## src/rtl/div_pkg.sv

```systemverilog
// Shared definitions for the sequential restoring divider: state encoding,
// default operand width and iteration counter sizing.
package div_pkg;

    localparam int unsigned DEF_WIDTH = 8;

    typedef enum logic [1:0] {
        IDLE = 2'd0,
        CALC = 2'd1,
        FIN  = 2'd2
    } state_e;

    // Counter must reach WIDTH-1 and carry one spare bit for headroom
    function automatic int unsigned cnt_width(input int unsigned w);
        return $clog2(w) + 1;
    endfunction

endpackage

```

## src/rtl/div_ctrl_fsm.sv

```systemverilog
// Divider controller: sequences IDLE -> CALC (WIDTH steps) -> FIN and issues
// load / shift-subtract / finish strobes to the datapath.
module div_ctrl_fsm
    import div_pkg::*;
#(
    parameter int unsigned WIDTH = DEF_WIDTH
) (
    input  logic clk,
    input  logic reset,
    input  logic start,
    input  logic div_zero_c,
    output logic ld_c,
    output logic shsub_c,
    output logic fin_c,
    output logic busy,
    output logic done
);

    localparam int unsigned CNT_W = cnt_width(WIDTH);

    state_e             state_q, state_d;
    logic [CNT_W-1:0]   count_q, count_d;
    logic               busy_q, busy_d;
    logic               done_q, done_d;

    always_ff @(posedge clk or negedge reset) begin
        if (!reset) begin
            state_q <= IDLE;
            count_q <= '0;
            busy_q  <= 1'b0;
            done_q  <= 1'b0;
        end else begin
            state_q <= state_d;
            count_q <= count_d;
            busy_q  <= busy_d;
            done_q  <= done_d;
        end
    end

    // fin_c marks the edge entering FIN, when the datapath captures results
    always_comb begin
        state_d = state_q;
        count_d = count_q;
        ld_c    = 1'b0;
        shsub_c = 1'b0;
        fin_c   = 1'b0;
        case (state_q)
            IDLE: begin
                if (start) begin
                    ld_c    = 1'b1;
                    count_d = '0;
                    if (div_zero_c) begin
                        state_d = FIN;
                        fin_c   = 1'b1;
                    end else begin
                        state_d = CALC;
                    end
                end
            end
            CALC: begin
                shsub_c = 1'b1;
                count_d = count_q + CNT_W'(1);
                if (count_q == CNT_W'(WIDTH - 1)) begin
                    state_d = FIN;
                    fin_c   = 1'b1;
                end
            end
            FIN:     state_d = IDLE;
            default: state_d = IDLE;
        endcase
        busy_d = (state_d != IDLE);
        done_d = (state_d == FIN);
    end

    assign busy = busy_q;
    assign done = done_q;

endmodule

```

## src/rtl/seq_divider.sv

```systemverilog
// Sequential unsigned restoring divider: one quotient bit per clock, results
// registered on entry to FIN and held until the next completion.
module seq_divider
    import div_pkg::*;
#(
    parameter int unsigned WIDTH = DEF_WIDTH
) (
    input  logic             clk,
    input  logic             reset,
    input  logic             start,
    input  logic [WIDTH-1:0] dividend,
    input  logic [WIDTH-1:0] divisor,
    output logic             busy,
    output logic             done,
    output logic [WIDTH-1:0] quotient,
    output logic [WIDTH-1:0] remainder,
    output logic             div_by_zero
);

    localparam int unsigned AW = WIDTH + 1;

    logic             ld_c, shsub_c, fin_c, div_zero_c;
    logic [AW-1:0]    a_q, a_d;
    logic [WIDTH-1:0] q_q, q_d;
    logic [WIDTH-1:0] d_q, d_d;
    logic [WIDTH-1:0] quot_q, quot_d;
    logic [WIDTH-1:0] rem_q, rem_d;
    logic             dz_q, dz_d;
    logic [AW:0]      t_a;
    logic [WIDTH-1:0] t_q;
    logic             ge;

    assign div_zero_c = (divisor == '0);

    div_ctrl_fsm #(.WIDTH(WIDTH)) u_ctrl (
        .clk        (clk),
        .reset      (reset),
        .start      (start),
        .div_zero_c (div_zero_c),
        .ld_c       (ld_c),
        .shsub_c    (shsub_c),
        .fin_c      (fin_c),
        .busy       (busy),
        .done       (done)
    );

    always_ff @(posedge clk or negedge reset) begin
        if (!reset) begin
            a_q    <= '0;
            q_q    <= '0;
            d_q    <= '0;
            quot_q <= '0;
            rem_q  <= '0;
            dz_q   <= 1'b0;
        end else begin
            a_q    <= a_d;
            q_q    <= q_d;
            d_q    <= d_d;
            quot_q <= quot_d;
            rem_q  <= rem_d;
            dz_q   <= dz_d;
        end
    end

    // Shift {A,Q} left one place; the extra top bit keeps the compare exact
    assign t_a = {a_q, q_q[WIDTH-1]};
    assign t_q = {q_q[WIDTH-2:0], 1'b0};
    assign ge  = (t_a >= {2'b00, d_q});

    always_comb begin
        a_d    = a_q;
        q_d    = q_q;
        d_d    = d_q;
        quot_d = quot_q;
        rem_d  = rem_q;
        dz_d   = dz_q;
        if (ld_c) begin
            a_d = '0;
            q_d = dividend;
            d_d = divisor;
            if (div_zero_c) begin
                quot_d = '1;
                rem_d  = dividend;
                dz_d   = 1'b1;
            end
        end else if (shsub_c) begin
            if (ge) begin
                a_d = AW'(t_a - {2'b00, d_q});
            end else begin
                a_d = AW'(t_a);
            end
            q_d = {t_q[WIDTH-1:1], ge};
            if (fin_c) begin
                quot_d = q_d;
                rem_d  = a_d[WIDTH-1:0];
                dz_d   = 1'b0;
            end
        end
    end

    assign quotient    = quot_q;
    assign remainder   = rem_q;
    assign div_by_zero = dz_q;

endmodule

```

## config.mk

```make
export PLATFORM = sky130hd
export DESIGN_NAME = seq_divider
export DESIGN_NICKNAME = d
export VERILOG_FILES = /design/src/rtl/div_pkg.sv /design/src/rtl/div_ctrl_fsm.sv /design/src/rtl/seq_divider.sv
export SDC_FILE = /design/constraint.sdc
export NUM_CORES = 1
export LEC_CHECK = 0
export ABC_AREA = 1
export BUFFER_PORTS_ARGS = -buffer_cell sky130_fd_sc_hd__buf_2
export CORE_MARGIN = 3
export CORE_UTILIZATION = 55
export DETAILED_ROUTE_END_ITERATION = 6
export PLACE_DENSITY = 0.77
export SLEW_MARGIN = 15
export SYNTH_ARGS = -nofsm -noshare
export SYNTH_HDL_FRONTEND = slang
export SYNTH_SLANG_ARGS = --single-unit
```

## constraint.sdc

```tcl
create_clock -name clk -period 4.7 [get_ports clk]
set_input_delay 0.47 -clock clk [delete_from_list [all_inputs] [get_ports clk]]
set_output_delay 0.47 -clock clk [all_outputs]
set_load 0.02 [all_outputs]
```

==> qor_table.md, run 1 <==
| Item | Value | Unit |
|:---|:---|:---|
| Remaining global-route overflow | 0 | - |
| Wire length of the first global-routing pass | 10.3 | mm |
| Portion of netlist area occupied by mux cells | 0.365 | % |
| Peak fanout along the critical path | 40 | - |
| Synthesized-area fraction occupied by adder cells | 4.84 | % |
| Final weighted congestion in routability-driven placement | 0.843 | - |
| Basic-gate share of the synthesized area counting and, or, nand and nor cells | 28.6 | % |
| Path category of the worst min-delay check | primary input to asynchronous set/reset pin | - |
| Overall track demand over capacity in global routing | 22.0 | % |
| Required time of the critical path | 4.94 | ns |
| Post-synthesis register bit count | 50 | - |
| Total wire length after detailed routing | 6.07 | mm |
| Number of setup violations in the final report | 0 | - |
| Area contributors post-synth | sky130_fd_sc_hd__dfrtp_1, sky130_fd_sc_hd__nand2_1, sky130_fd_sc_hd__inv_1, sky130_fd_sc_hd__nand3_1, sky130_fd_sc_hd__nor2_1 | - |
| Post-synthesis cell count | 360 | - |
| Total of max-cap violations | 0 | - |
| Peak supply drop | 384 | uV |
| Hold-fix buffers, CTS | 0 | - |
| Number of diodes | 0 | - |
| Final setup skew | 0.00862 | ns |
| Endpoints failing hold | 0 | - |
| Final-layout fill cell count | 453 | - |
| Number of placement rows | 25 | - |
| Final TNS setup | 0 | ns |
| Unrepaired setup endpoints after global routing | false | - |
| Antenna violations before repair | 0 | - |
| Total DRC errors in the routed layout | 0 | - |
| Layout Area Growth over Synthesis | 11.5 | % |
| Fraction of synthesized cell area taken by the top area cell type | 45.6 | % |
| Number of clock sinks | 50 | - |
| Clock period minus final worst setup slack | 2.70 | ns |
| Data arrival time at the worst-slack endpoint | 2.94 | ns |
| Vias per cell | 5.11 | - |
| Die Height | 76.6 | um |
| Fmax | 0.370 | GHz |
| Final standard cell count with taps included and fillers excluded | 462 | - |
| Average wire per standard cell | 13.1 | um |
| CTS root buffer | sky130_fd_sc_hd__clkbuf_8 | - |
| Utilization of the core after routing | 63.9 | % |
| Total power density per cell area | 729 | nW/um^2 |
| Count of pins on the block boundary | 38 | - |
| Maximum number of pins on one net before global-route repair | 51 | - |
| Cell leakage power | 1.73 | nW |
| Area of the die | 5870 | um^2 |
| Total number of vias | 2361 | - |
| Total count of max-transition violations in the final report | 0 | - |
| Layout Nets | 424 | - |
| Number of global-route vias before repair | 2205 | - |
| Layout cells sized above 1 | 14.9 | % |
| Mean Syn Cell Area | 7.61 | um^2 |
| Number of antenna-violating nets in the routed design | 0 | - |
| CP Class | register to register | - |
| CTS tree | done | - |
| Endpoint type of the worst setup path | register | - |
| Number of nets produced by synthesis | 389 | - |
| Area of placed instances | 2970 | um^2 |
| Deepest clock path buffer count | 2 | - |
| Clock transition at the registers of the reported paths | 0.09 | ns |
| Number of gates given a new drive strength after cts | 0 | - |
| Cell Count Post-Placement | 455 | - |
| Cell area after layout | 3060 | um^2 |
| Status | completed | - |
| Pre-Repair DR Iteration Count | 4 | - |
| Detail Placement HPWL | 4.39 | mm |
| Post-synth cell types | 31 | - |
| First DRT Iteration DRCs | 154 | - |
| Die Wd | 76.6 | um |
| Combinational family with the most area after synthesis | simple AND/OR/NAND/NOR gates | - |
| Sequential share of the synthesized area | 45.6 | % |
| # Post-CTS Setup Buffers | 0 | - |
| Count of buffers from port buffering | 37 | - |
| Fraction of the cycle the final worst path needs | 57.5 | % |
| Core Box Area | 4790 | um^2 |
| Top Metal Used | met4 | - |
| H-tree levels | 2 | - |
| Wire length on met2 | 2.73 | mm |
| Cell area after synthesis | 2740 | um^2 |
| Slew of the pin with the lowest slew margin | 0.767 | ns |
| Post-synthesis compound-gate area fraction | 9.08 | % |
| Warnings, synthesis | 0 | - |
| Synthesized-area fraction occupied by xor and xnor cells | 1.28 | % |
| Cts bufs inserted | 5 | - |
| Starting Density | 57.3 | % |
| Largest area contributor in the netlist | sky130_fd_sc_hd__dfrtp_1 | - |
| Met3 Wirelength | 363 | um |
| Routed metal-1 wire length | 2.91 | mm |
| Worst reg-to-reg path cell count | 8 | - |
| Startpoint Class | register | - |
| Relative slew slack | 48.8 | % |
| Clock latency reported for the late side of the worst-skew pair | 0.30 | ns |
## path summary, 6_finish.rpt
kind	startpoint	endpoint	slack [ns]
min in group clk	divisor[4]	d_q[4]	0.40
worst max-delay path	u_ctrl.state_q[0]	remainder[5]	2.00
worst min register to register	u_ctrl.count_q[3]	u_ctrl.count_q[3]	0.48
worst max register to register	u_ctrl.state_q[0]	remainder[5]	2.00
max in group asynchronous	reset	a_q[6]	4.01
worst min-delay path	reset	remainder[3]	0.25
## synth_stat cells (all sizes together)
| master | instances |
|---|---|
| nor2 | 35 |
| dfrtp | 50 |
| clkbuf | 6 |
| buf | 5 |
| nand3b | 1 |
| xnor2 | 1 |
| mux2i | 1 |
| a31oi | 5 |
| inv | 61 |
| nand4 | 3 |
| or2 | 9 |
| nand3 | 27 |
| o21ai | 18 |
| a211oi | 4 |
| fa | 1 |
| nand2 | 103 |
| ha | 9 |
| o32ai | 1 |
| a22o | 1 |
| xor2 | 3 |
| a21oi | 16 |
## per-stage QoR
stage                     worst slack, ns  hold WS, ns  power [mW]
final                                2.00        0.255        2.23
after global routing                 1.67        0.294        2.46
after CTS                            2.01        0.282        2.23
after detailed placement             1.90        0.471        1.98
after global placement               2.01        0.465        1.95
after floorplan                      2.83        0.174        1.67
## logic make-up after synthesis
logic type / Yosys count
DFF: 50
and+or+nand+nor: 178
adders and majority gates: 10
xor gates and xnor gates: 4
buffers and inverters: 72
AOI/OAI and AO/OA: 45
muxes: 1
## flip-flops by register name (all words and copies together) (netlist names)
name and flops:
q_q 8, a_q 9, remainder 8, u_ctrl.state_q 2, u_ctrl.busy 1, div_by_zero 1, d_q 8, u_ctrl.done 1
quotient 8, u_ctrl.count_q 4
## report_power, final
group / total, mW / internal (mW) / switching, mW / leakage (nW)
sequential: 0.710 / 0.609 / 0.102 / 0.602
combinational: 1.27 / 0.443 / 0.831 / 1.09
clock: 0.245 / 0.102 / 0.143 / 0.0362
total: 2.23 / 1.15 / 1.08 / 1.73
## area by class of cell
cell class                      instances  area [um^2]  area share [%]
Tap cell                               67         83.8            2.74
Clock buffer                            5         68.8            2.25
Inverter                               61          229            7.49
Timing Repair Buffer                   39          200            6.55
Multi-Input combinational cell        238         1210            39.6
Clock inverter                          2         15.0           0.491
Sequential cell                        50         1250            40.9
## critical path, cell delays in order, from the launching register on
cell and delay (ns):
sky130_fd_sc_hd__dfrtp_1 0.38, sky130_fd_sc_hd__inv_2 0.08, sky130_fd_sc_hd__nand3_2 0.58, sky130_fd_sc_hd__inv_2 0.48, sky130_fd_sc_hd__nand2_1 0.28, sky130_fd_sc_hd__nand2_1 0.51
sky130_fd_sc_hd__or2_2 0.21, sky130_fd_sc_hd__nand2_1 0.05, sky130_fd_sc_hd__inv_1 0.05
## placed cells by master (no fill, tap or decap), types with 6 or more instances in the layout
master	count
sky130_fd_sc_hd__a21oi_1	16
sky130_fd_sc_hd__buf_2	37
sky130_fd_sc_hd__dfrtp_1	50
sky130_fd_sc_hd__ha_1	9
sky130_fd_sc_hd__inv_1	59
sky130_fd_sc_hd__nand2_1	103
sky130_fd_sc_hd__nand3_1	26
sky130_fd_sc_hd__nor2_1	31
sky130_fd_sc_hd__o21ai_0	17
sky130_fd_sc_hd__or2_2	6
## metal layers
layer | vias up | global-route usage, %
met3 | 8 | 4.02
met5 | - | 0
met4 | 0 | 6.52
met1 | 1083 | 31.8
met2 | 78 | 33.9
li1 | 1192 | -
Note: power is estimated with default switching activity, not from simulation.
==> run 2, diff against run 1 <==
--- a/config.mk
+++ b/config.mk
@@ -5,7 +5,7 @@
 export SDC_FILE = /design/constraint.sdc
 export NUM_CORES = 1
 export LEC_CHECK = 0
-export ABC_AREA = 1
+export ABC_AREA = 0
 export BUFFER_PORTS_ARGS = -buffer_cell sky130_fd_sc_hd__buf_2
 export CORE_MARGIN = 3
 export CORE_UTILIZATION = 55
==> constraint.sdc (replaced) <==
create_clock -name clk -period 2.7 [get_ports clk]
set_input_delay 0.27 -clock clk [delete_from_list [all_inputs] [get_ports clk]]
set_output_delay 0.27 -clock clk [all_outputs]
set_load 0.02 [all_outputs]
==> qor_table.md, run 2 <==
| Item | Value | Unit | Change |
|:---|:---|:---|:---|
| Status | completed | - |  |
| Number of clock sinks | 50 | - | unchanged |
| Deepest clock path buffer count | 2 | - | unchanged |
| Endpoints failing hold | 0 | - | unchanged |
| Antenna violations before repair | 0 | - | unchanged |
| Register with the most flip-flops | a_q | - |  |
| Switching Power | 1.87 | mW | +74% |
| Vias per cell | 5.80 | - | +13% |
| Total wire length after detailed routing | 5.70 | mm | -6.2% |
| Worst-case hold slack | 0.191 | ns | -0.0639 ns |
| Most frequent standard cell in the layout excluding fill and tap cells | sky130_fd_sc_hd__dfrtp_1 | - |  |
| Area contributors post-synth | sky130_fd_sc_hd__dfrtp_1, sky130_fd_sc_hd__o21ai_0, sky130_fd_sc_hd__nand2_1, sky130_fd_sc_hd__mux2i_1, sky130_fd_sc_hd__ha_1 | - |  |
| Pre-Repair DR Iteration Count | 4 | - | unchanged |
| Fmax | 0.414 | GHz | +12% |
| Total power | 4.13 | mW | +85% |
| Utilization of the core after routing | 65.6 | % | +1.7 points |
| Core Box Area | 4470 | um^2 | -6.5% |
| Number of diodes | 0 | - | unchanged |
| Area used by multi-input combinational logic | 1240 | um^2 | +2.2% |
| Worst hold path cell count | 3 | - |  |
| Cell area after synthesis | 2630 | um^2 | -4.1% |
| Worst hold path startpoint | divisor[5] | - |  |
| Fraction of synthesized cell area taken by the top area cell type | 47.6 | % | +1.9 points |
| Post-synthesis cell count | 272 | - | -24% |
| Warnings, synthesis | 0 | - | unchanged |
| Number of nets produced by synthesis | 301 | - | -23% |
| Number of antenna-violating nets in the routed design | 0 | - | unchanged |
| Die Height | 75.2 | um | -1.9% |
| H-tree levels | 2 | - | unchanged |
| First DRT Iteration DRCs | 136 | - | -12% |
| Path category of the worst min-delay check | primary input to register | - |  |
| Final setup skew | 0.00868 | ns | +0.0000628 ns |
| Overall track demand over capacity in global routing | 21.9 | % | -0.085 points |
| Endpoint type of the worst setup path | register | - |  |
| Required time of the critical path | 2.90 | ns | -2.04 ns |
| Commonest non-fill, non-tap cells in the layout | sky130_fd_sc_hd__dfrtp_1, sky130_fd_sc_hd__buf_2, sky130_fd_sc_hd__nand2_1 | - |  |
| Number of flip-flops under the largest register name | 9 | - | unchanged |
| Final weighted congestion in routability-driven placement | 0.929 | - | +10% |
| Area of the die | 5650 | um^2 | -3.8% |
| Maximum number of pins on one net before global-route repair | 34 | - | -33% |
| Fraction of synthesis flops using an asynchronous set or reset pin | 100 | % | unchanged |
| Hold endpoint | d_q[5] | - |  |
| Detail Placement HPWL | 4.15 | mm | -5.5% |
| CTS tree | done | - |  |
| R2R Path End | remainder[0] | - |  |
| Relative slew slack | 59.9 | % | +11 points |
| Clock period minus final worst setup slack | 2.42 | ns | -0.286 ns |
| Largest area contributor in the netlist | sky130_fd_sc_hd__dfrtp_1 | - |  |
| Most numerous cell in the Yosys netlist | sky130_fd_sc_hd__dfrtp_1 | - |  |
| Clock latency reported for the late side of the worst-skew pair | 0.30 | ns | about the same |
| Clock transition at the registers of the reported paths | 0.08 | ns | about the same |
| Fraction of the cycle the final worst path needs | 89.5 | % | +32 points |
| Total power density per cell area | 1410 | nW/um^2 | +93% |
| Total count of max-transition violations in the final report | 0 | - | unchanged |
| Count of buffers from port buffering | 37 | - | unchanged |
| Data arrival time at the worst-slack endpoint | 2.62 | ns | -0.32 ns |
| Clock network power share | 9.9 | % | -1.1 points |
| Combinational share of power | 57.0 | % | -0.2 points |
| Number of global-route vias before repair | 1941 | - | -12% |
| Post-synth cell types | 44 | - | +42% |
| Worst reg-to-reg path cell count | 9 | - | +1 |
| Sequential cell area | 1250 | um^2 | unchanged |
| Cell leakage power | 1.35 | nW | -22% |
| Wire length of the first global-routing pass | 9.24 | mm | -10% |
| Layout Area Growth over Synthesis | 11.7 | % | about the same |
| Layout cells sized above 1 | 19.0 | % | +4.1 points |
| Startpoint Class | register | - |  |
| Remaining global-route overflow | 0 | - | unchanged |
| Final standard cell count with taps included and fillers excluded | 362 | - | -22% |
| Cell internal power dissipation | 2.26 | mW | +96% |
| Layout Nets | 339 | - | -20% |
| Average wire per standard cell | 15.7 | um | +20% |
| Number of setup violations in the final report | 0 | - | unchanged |
| Post-synthesis register bit count | 50 | - | unchanged |
| Prevailing post-synth register cell | sky130_fd_sc_hd__dfrtp_1 | - |  |
| Count of pins on the block boundary | 38 | - | unchanged |
| Sequential share of the synthesized area | 47.6 | % | +1.9 points |
| Cell Count Post-Placement | 354 | - | -22% |
| Total DRC errors in the routed layout | 0 | - | unchanged |
| Slew of the pin with the lowest slew margin | 0.586 | ns | -0.182 ns |
| Post-synth EDFFs | 0 | - | unchanged |
| Number of gates given a new drive strength after cts | 0 | - | unchanged |
| Final-layout fill cell count | 357 | - | -21% |
| Total of max-cap violations | 0 | - | unchanged |
| Reg-to-Reg Start | q_q[7] | - |  |
| Mean Syn Cell Area | 9.67 | um^2 | +27% |
| Die Wd | 75.2 | um | -1.9% |
| Switching power as a share of total power | 45.2 | % | -3.0 points |
| Starting Density | 58.8 | % | +1.5 points |
| CP Class | register to register | - |  |
| Peak supply drop | 676 | uV | +76% |
| CTS root buffer | sky130_fd_sc_hd__clkbuf_8 | - |  |
| Cts bufs inserted | 5 | - | unchanged |
| Setup slack on the worst flop-to-flop path | 0.28 | ns | -1.71 ns |
| Reg power frac | 33.1 | % | +1.2 points |
| Total number of vias | 2098 | - | -11% |
| Commonest cells post-synth | sky130_fd_sc_hd__dfrtp_1, sky130_fd_sc_hd__nand2_1, sky130_fd_sc_hd__o21ai_0 | - |  |
| Final TNS setup | 0 | ns | unchanged |
| Peak fanout along the critical path | 13 | - | -68% |
| Number of placement rows | 24 | - | -4.0% |
| # Post-CTS Setup Buffers | 0 | - | unchanged |
| Unrepaired setup endpoints after global routing | false | - |  |
[run 2: cell types whose count changed in the layout (fill, tap and decap cells not counted), moves of 4 or more]
cell,change
sky130_fd_sc_hd__nand2_1,-67
sky130_fd_sc_hd__inv_1,-43
sky130_fd_sc_hd__nand3_1,-19
sky130_fd_sc_hd__o21ai_0,+12
sky130_fd_sc_hd__mux2i_1,+11
sky130_fd_sc_hd__a221oi_1,+6
sky130_fd_sc_hd__nor2b_1,+6
sky130_fd_sc_hd__or2_2,-6
sky130_fd_sc_hd__a31oi_1,-5
sky130_fd_sc_hd__buf_4,+5
sky130_fd_sc_hd__nor2_1,-5
sky130_fd_sc_hd__a211oi_1,-4
sky130_fd_sc_hd__a22oi_1,+4
[run 2: power by group through the flow]
stage,clock network (mW),logic [mW],registers [mW]
finish,0.410,2.35,1.37
floorplan,0,1.72,1.46
global route,0.446,2.64,1.42
detailed placement,0,2.34,1.38
CTS,0.416,2.36,1.37
global placement,0,2.29,1.37
[run 2: stage by stage]
step | area, um^2 | worst slack, ns
6_report | 2940 | 0.284
5_1_grt | 2940 | 0.140
4_1_cts | 2940 | 0.291
3_5_place_dp | 2850 | 0.310
3_3_place_gp | 2850 | 0.377
2_1_floorplan | 2630 | 0.600
[run 2: layout make-up]
| cell class | count | share of cell area [%] |
|---|---|---|
| clock buffer | 7 | 2.60 |
| tap | 52 | 2.22 |
| sequential | 50 | 42.6 |
| timing repair buffer | 45 | 8.44 |
| multi-input combinational | 192 | 42.1 |
| inverter | 16 | 2.05 |
[run 2: routing by layer]
metal	wire length, um	share of wire, %	vias to the layer above	GRT usage [%]
met5	0	0	-	0
met4	68	1.2	0	7.38
met3	271	4.8	6	5.07
met2	2620	46	62	33.8
met1	2740	48	1005	30.7
li1	-	-	1025	-
[run 2: how the worst max path moves through the flow]
stage | from | to | slack (ns) | depth (start not counted)
after global routing | q_q[7] | remainder[0] | 0.14 | 9
after detailed placement | q_q[7] | remainder[0] | 0.31 | 9
final | q_q[7] | remainder[0] | 0.28 | 9
after global placement | q_q[7] | remainder[0] | 0.38 | 9
after CTS | q_q[7] | remainder[0] | 0.29 | 9
after floorplan | q_q[7] | remainder[0] | 0.60 | 9
[run 2: what timing repair did]
action,CTS,global route
hold buffers,1,0
endpoints found under the hold margin,17,0
setup endpoints to repair,0,0
[run 2: cell families (layout without fill, tap and decap cells)]
family | count (synthesis) | count (layout) | synth area share, %
compound gates | 72 | 72 | 17.9
xor+xnor | 4 | 4 | 1.33
fa+ha+maj | 10 | 10 | 5.04
buf+inv | 30 | 68 | 5.42
flops | 50 | 50 | 47.6
mux | 14 | 14 | 5.42
simple gates | 92 | 92 | 17.3
[run 2: worst max-delay path, cell delays in order (launching register included)]
cell	delay, ns
sky130_fd_sc_hd__dfrtp_1	0.38
sky130_fd_sc_hd__inv_1	0.07
sky130_fd_sc_hd__ha_1	0.16
sky130_fd_sc_hd__inv_1	0.05
sky130_fd_sc_hd__fa_1	0.42
sky130_fd_sc_hd__nand3_1	0.14
sky130_fd_sc_hd__a211o_1	0.19
sky130_fd_sc_hd__nand4_4	0.27
sky130_fd_sc_hd__mux2_2	0.37
sky130_fd_sc_hd__a221oi_1	0.28
==> run 3, diff against run 2 <==
--- a/config.mk
+++ b/config.mk
@@ -7,6 +7,7 @@
 export LEC_CHECK = 0
 export ABC_AREA = 0
 export BUFFER_PORTS_ARGS = -buffer_cell sky130_fd_sc_hd__buf_2
+export CORE_ASPECT_RATIO = 1.25
 export CORE_MARGIN = 3
 export CORE_UTILIZATION = 55
 export DETAILED_ROUTE_END_ITERATION = 6
==> qor_table.md, run 3 (synthesized netlist as in run 2, its figures left out) <==
| Item | Value | Unit | Change |
|:---|:---|:---|:---|
| Status | completed | - |  |
| CTS root buffer | sky130_fd_sc_hd__clkbuf_8 | - |  |
| Data arrival time at the worst-slack endpoint | 2.61 | ns | about the same |
| Required time of the critical path | 2.90 | ns | about the same |
| CP Capture Point | remainder[0] | - |  |
| Clock network power share | 12.1 | % | +2.2 points |
| Switching Power | 1.89 | mW | +1.3% |
| # Post-CTS Setup Buffers | 0 | - | unchanged |
| Setup slack on the worst flop-to-flop path | 0.29 | ns | about the same |
| Startpoint Class | register | - |  |
| Total wire length after detailed routing | 5.72 | mm | +0.40% |
| Clock transition at the registers of the reported paths | 0.09 | ns | about the same |
| Final TNS setup | 0 | ns | unchanged |
| Number of setup violations in the final report | 0 | - | unchanged |
| Detail Placement HPWL | 4.28 | mm | +3.2% |
| Sequential cell area | 1250 | um^2 | unchanged |
| Clock period minus final worst setup slack | 2.41 | ns | -0.00568 ns |
| Die Height | 83.3 | um | +11% |
| Number of gates given a new drive strength after cts | 0 | - | unchanged |
| Average wire per standard cell | 15.5 | um | -1.5% |
| Number of global-route vias before repair | 2122 | - | +9.3% |
| Peak supply drop | 674 | uV | -0.31% |
| Most frequent standard cell in the layout excluding fill and tap cells | sky130_fd_sc_hd__dfrtp_1 | - |  |
| Cell leakage power | 1.36 | nW | +0.91% |
| Cts bufs inserted | 5 | - | unchanged |
| Pre-Repair DR Iteration Count | 4 | - | unchanged |
| Count of pins on the block boundary | 38 | - | unchanged |
| Remaining global-route overflow | 0 | - | unchanged |
| Switching power as a share of total power | 44.6 | % | -0.67 points |
| Area of placed instances | 2860 | um^2 | +0.26% |
| Wire length of the first global-routing pass | 9.91 | mm | +7.2% |
| Unrepaired setup endpoints after global routing | false | - |  |
| Antenna violations before repair | 0 | - | unchanged |
| Number of placement rows | 27 | - | +13% |
| Deepest clock path buffer count | 2 | - | unchanged |
| Most utilized layer in the global route result | met2 | - |  |
| Total count of max-transition violations in the final report | 0 | - | unchanged |
| Total power density per cell area | 1430 | nW/um^2 | +1.4% |
| CTS tree | done | - |  |
| R2R Path End | remainder[0] | - |  |
| Utilization of the core after routing | 66.3 | % | +0.64 points |
| Worst reg-to-reg path cell count | 9 | - | unchanged |
| Total number of vias | 2084 | - | -0.67% |
| Area of the die | 5650 | um^2 | about the same |
| Starting Density | 58.5 | % | -0.25 points |
| Worst-case hold slack | 0.188 | ns | -0.00276 ns |
| Met2 layer usage reported by global route | 39.3 | % | +5.6 points |
| Combinational share of power | 55.7 | % | -1.3 points |
| Cell internal power dissipation | 2.36 | mW | +4.1% |
| Slew of the pin with the lowest slew margin | 0.577 | ns | -0.00869 ns |
| Number of antenna-violating nets in the routed design | 0 | - | unchanged |
| Cell area after layout | 2980 | um^2 | +1.4% |
| Maximum number of pins on one net before global-route repair | 27 | - | -21% |
| Layout cells sized above 1 | 19.6 | % | +0.58 points |
| Met1 usage in global routing | 28.8 | % | -1.9 points |
| Overall track demand over capacity in global routing | 22.5 | % | +0.59 points |
| Endpoint type of the worst setup path | register | - |  |
| Final setup skew | 0.00921 | ns | +0.000526 ns |
| H-tree levels | 2 | - | unchanged |
| Core Box Area | 4490 | um^2 | +0.42% |
| Met3 track demand over resource | 3.38 | % | -1.7 points |
| Reg power frac | 32.2 | % | -0.9 points |
| Commonest non-fill, non-tap cells in the layout | sky130_fd_sc_hd__dfrtp_1, sky130_fd_sc_hd__buf_2, sky130_fd_sc_hd__nand2_1 | - |  |
| Vias per cell | 5.65 | - | -2.6% |
| Peak fanout along the critical path | 13 | - | unchanged |
| Die Wd | 67.9 | um | -9.7% |
| Relative slew slack | 60.5 | % | +0.59 points |
| Reg-to-Reg Start | q_q[7] | - |  |
| Fmax | 0.415 | GHz | +0.24% |
| Count of buffers from port buffering | 37 | - | unchanged |
| Path category of the worst min-delay check | primary input to register | - |  |
| Number of diodes | 0 | - | unchanged |
| Layout Area Growth over Synthesis | 13.2 | % |  |
| Fraction of the cycle the final worst path needs | 89.3 | % | -0.21 points |
| Endpoints failing hold | 0 | - | unchanged |
| Layout Nets | 339 | - | unchanged |
| Clock latency reported for the late side of the worst-skew pair | 0.30 | ns | about the same |
| Final-layout fill cell count | 376 | - | +5.3% |
| CP Class | register to register | - |  |
| Hold-fix buffers, CTS | 1 | - | unchanged |
| Number of clock sinks | 50 | - | unchanged |
| Number of flip-flops under the largest register name | 9 | - | unchanged |
| Area used by multi-input combinational logic | 1240 | um^2 | unchanged |
| Register with the most flip-flops | a_q | - |  |
| Total DRC errors in the routed layout | 0 | - | unchanged |
| First DRT Iteration DRCs | 84 | - | -38% |
| Start point of the critical path | q_q[7] | - |  |
| Total of max-cap violations | 0 | - | unchanged |
| Final weighted congestion in routability-driven placement | 0.885 | - | -4.7% |
run 3: stage by stage:
step | power, mW | setup slack (ns) | cells
floorplan | 3.18 | 0.600 | 272
global placement | 3.66 | 0.382 | 360
global route | 4.63 | 0.124 | 369
finish | 4.25 | 0.289 | 369
detailed placement | 3.74 | 0.295 | 360
CTS | 4.27 | 0.272 | 369
run 3: power groups by stage:
stage	logic [mW]	clock network, mW	registers (mW)
2_1_floorplan	1.72	0	1.46
3_3_place_gp	2.29	0	1.37
3_5_place_dp	2.36	0	1.38
4_1_cts	2.38	0.526	1.37
5_1_grt	2.65	0.559	1.42
6_report	2.37	0.515	1.37
run 3: critical path: stages, from the launching register on:
cell                       delay, ns
sky130_fd_sc_hd__dfrtp_1        0.39
sky130_fd_sc_hd__inv_1          0.07
sky130_fd_sc_hd__ha_1           0.16
sky130_fd_sc_hd__inv_1          0.05
sky130_fd_sc_hd__fa_1           0.41
sky130_fd_sc_hd__nand3_1        0.13
sky130_fd_sc_hd__a211o_1        0.19
sky130_fd_sc_hd__nand4_4        0.27
sky130_fd_sc_hd__mux2_2         0.37
sky130_fd_sc_hd__a221oi_1       0.27
run 3: how the worst min path moves through the flow:
stage | startpoint | endpoint | slack [ns] | cells after the start
6_report | divisor[7] | d_q[7] | 0.19 | 3
5_1_grt | divisor[7] | d_q[7] | 0.19 | 3
4_1_cts | divisor[7] | d_q[7] | 0.18 | 3
3_5_place_dp | reset | q_q[5] | 0.29 | 1
3_3_place_gp | reset | q_q[5] | 0.28 | 1
2_1_floorplan | reset | a_q[0] | -0.03 | 0
run 3: area by class of cell:
type | count | area share [%]
Sequential cell | 50 | 42.0
Multi-Input combinational cell | 192 | 41.5
Clock inverter | 2 | 1.26
Timing Repair Buffer | 45 | 8.32
Clock buffer | 6 | 2.44
Inverter | 16 | 2.02
Tap cell | 58 | 2.44
run 3: per-layer routing:
layer / vias to the layer above / wire length, um / share of wire, %
met1: 1027 / 2500 / 44
met3: 5 / 163 / 2.8
met4: 0 / 52 / 0.91
li1: 1022 / - / -
met2: 30 / 3010 / 53
met5: - / 0 / 0
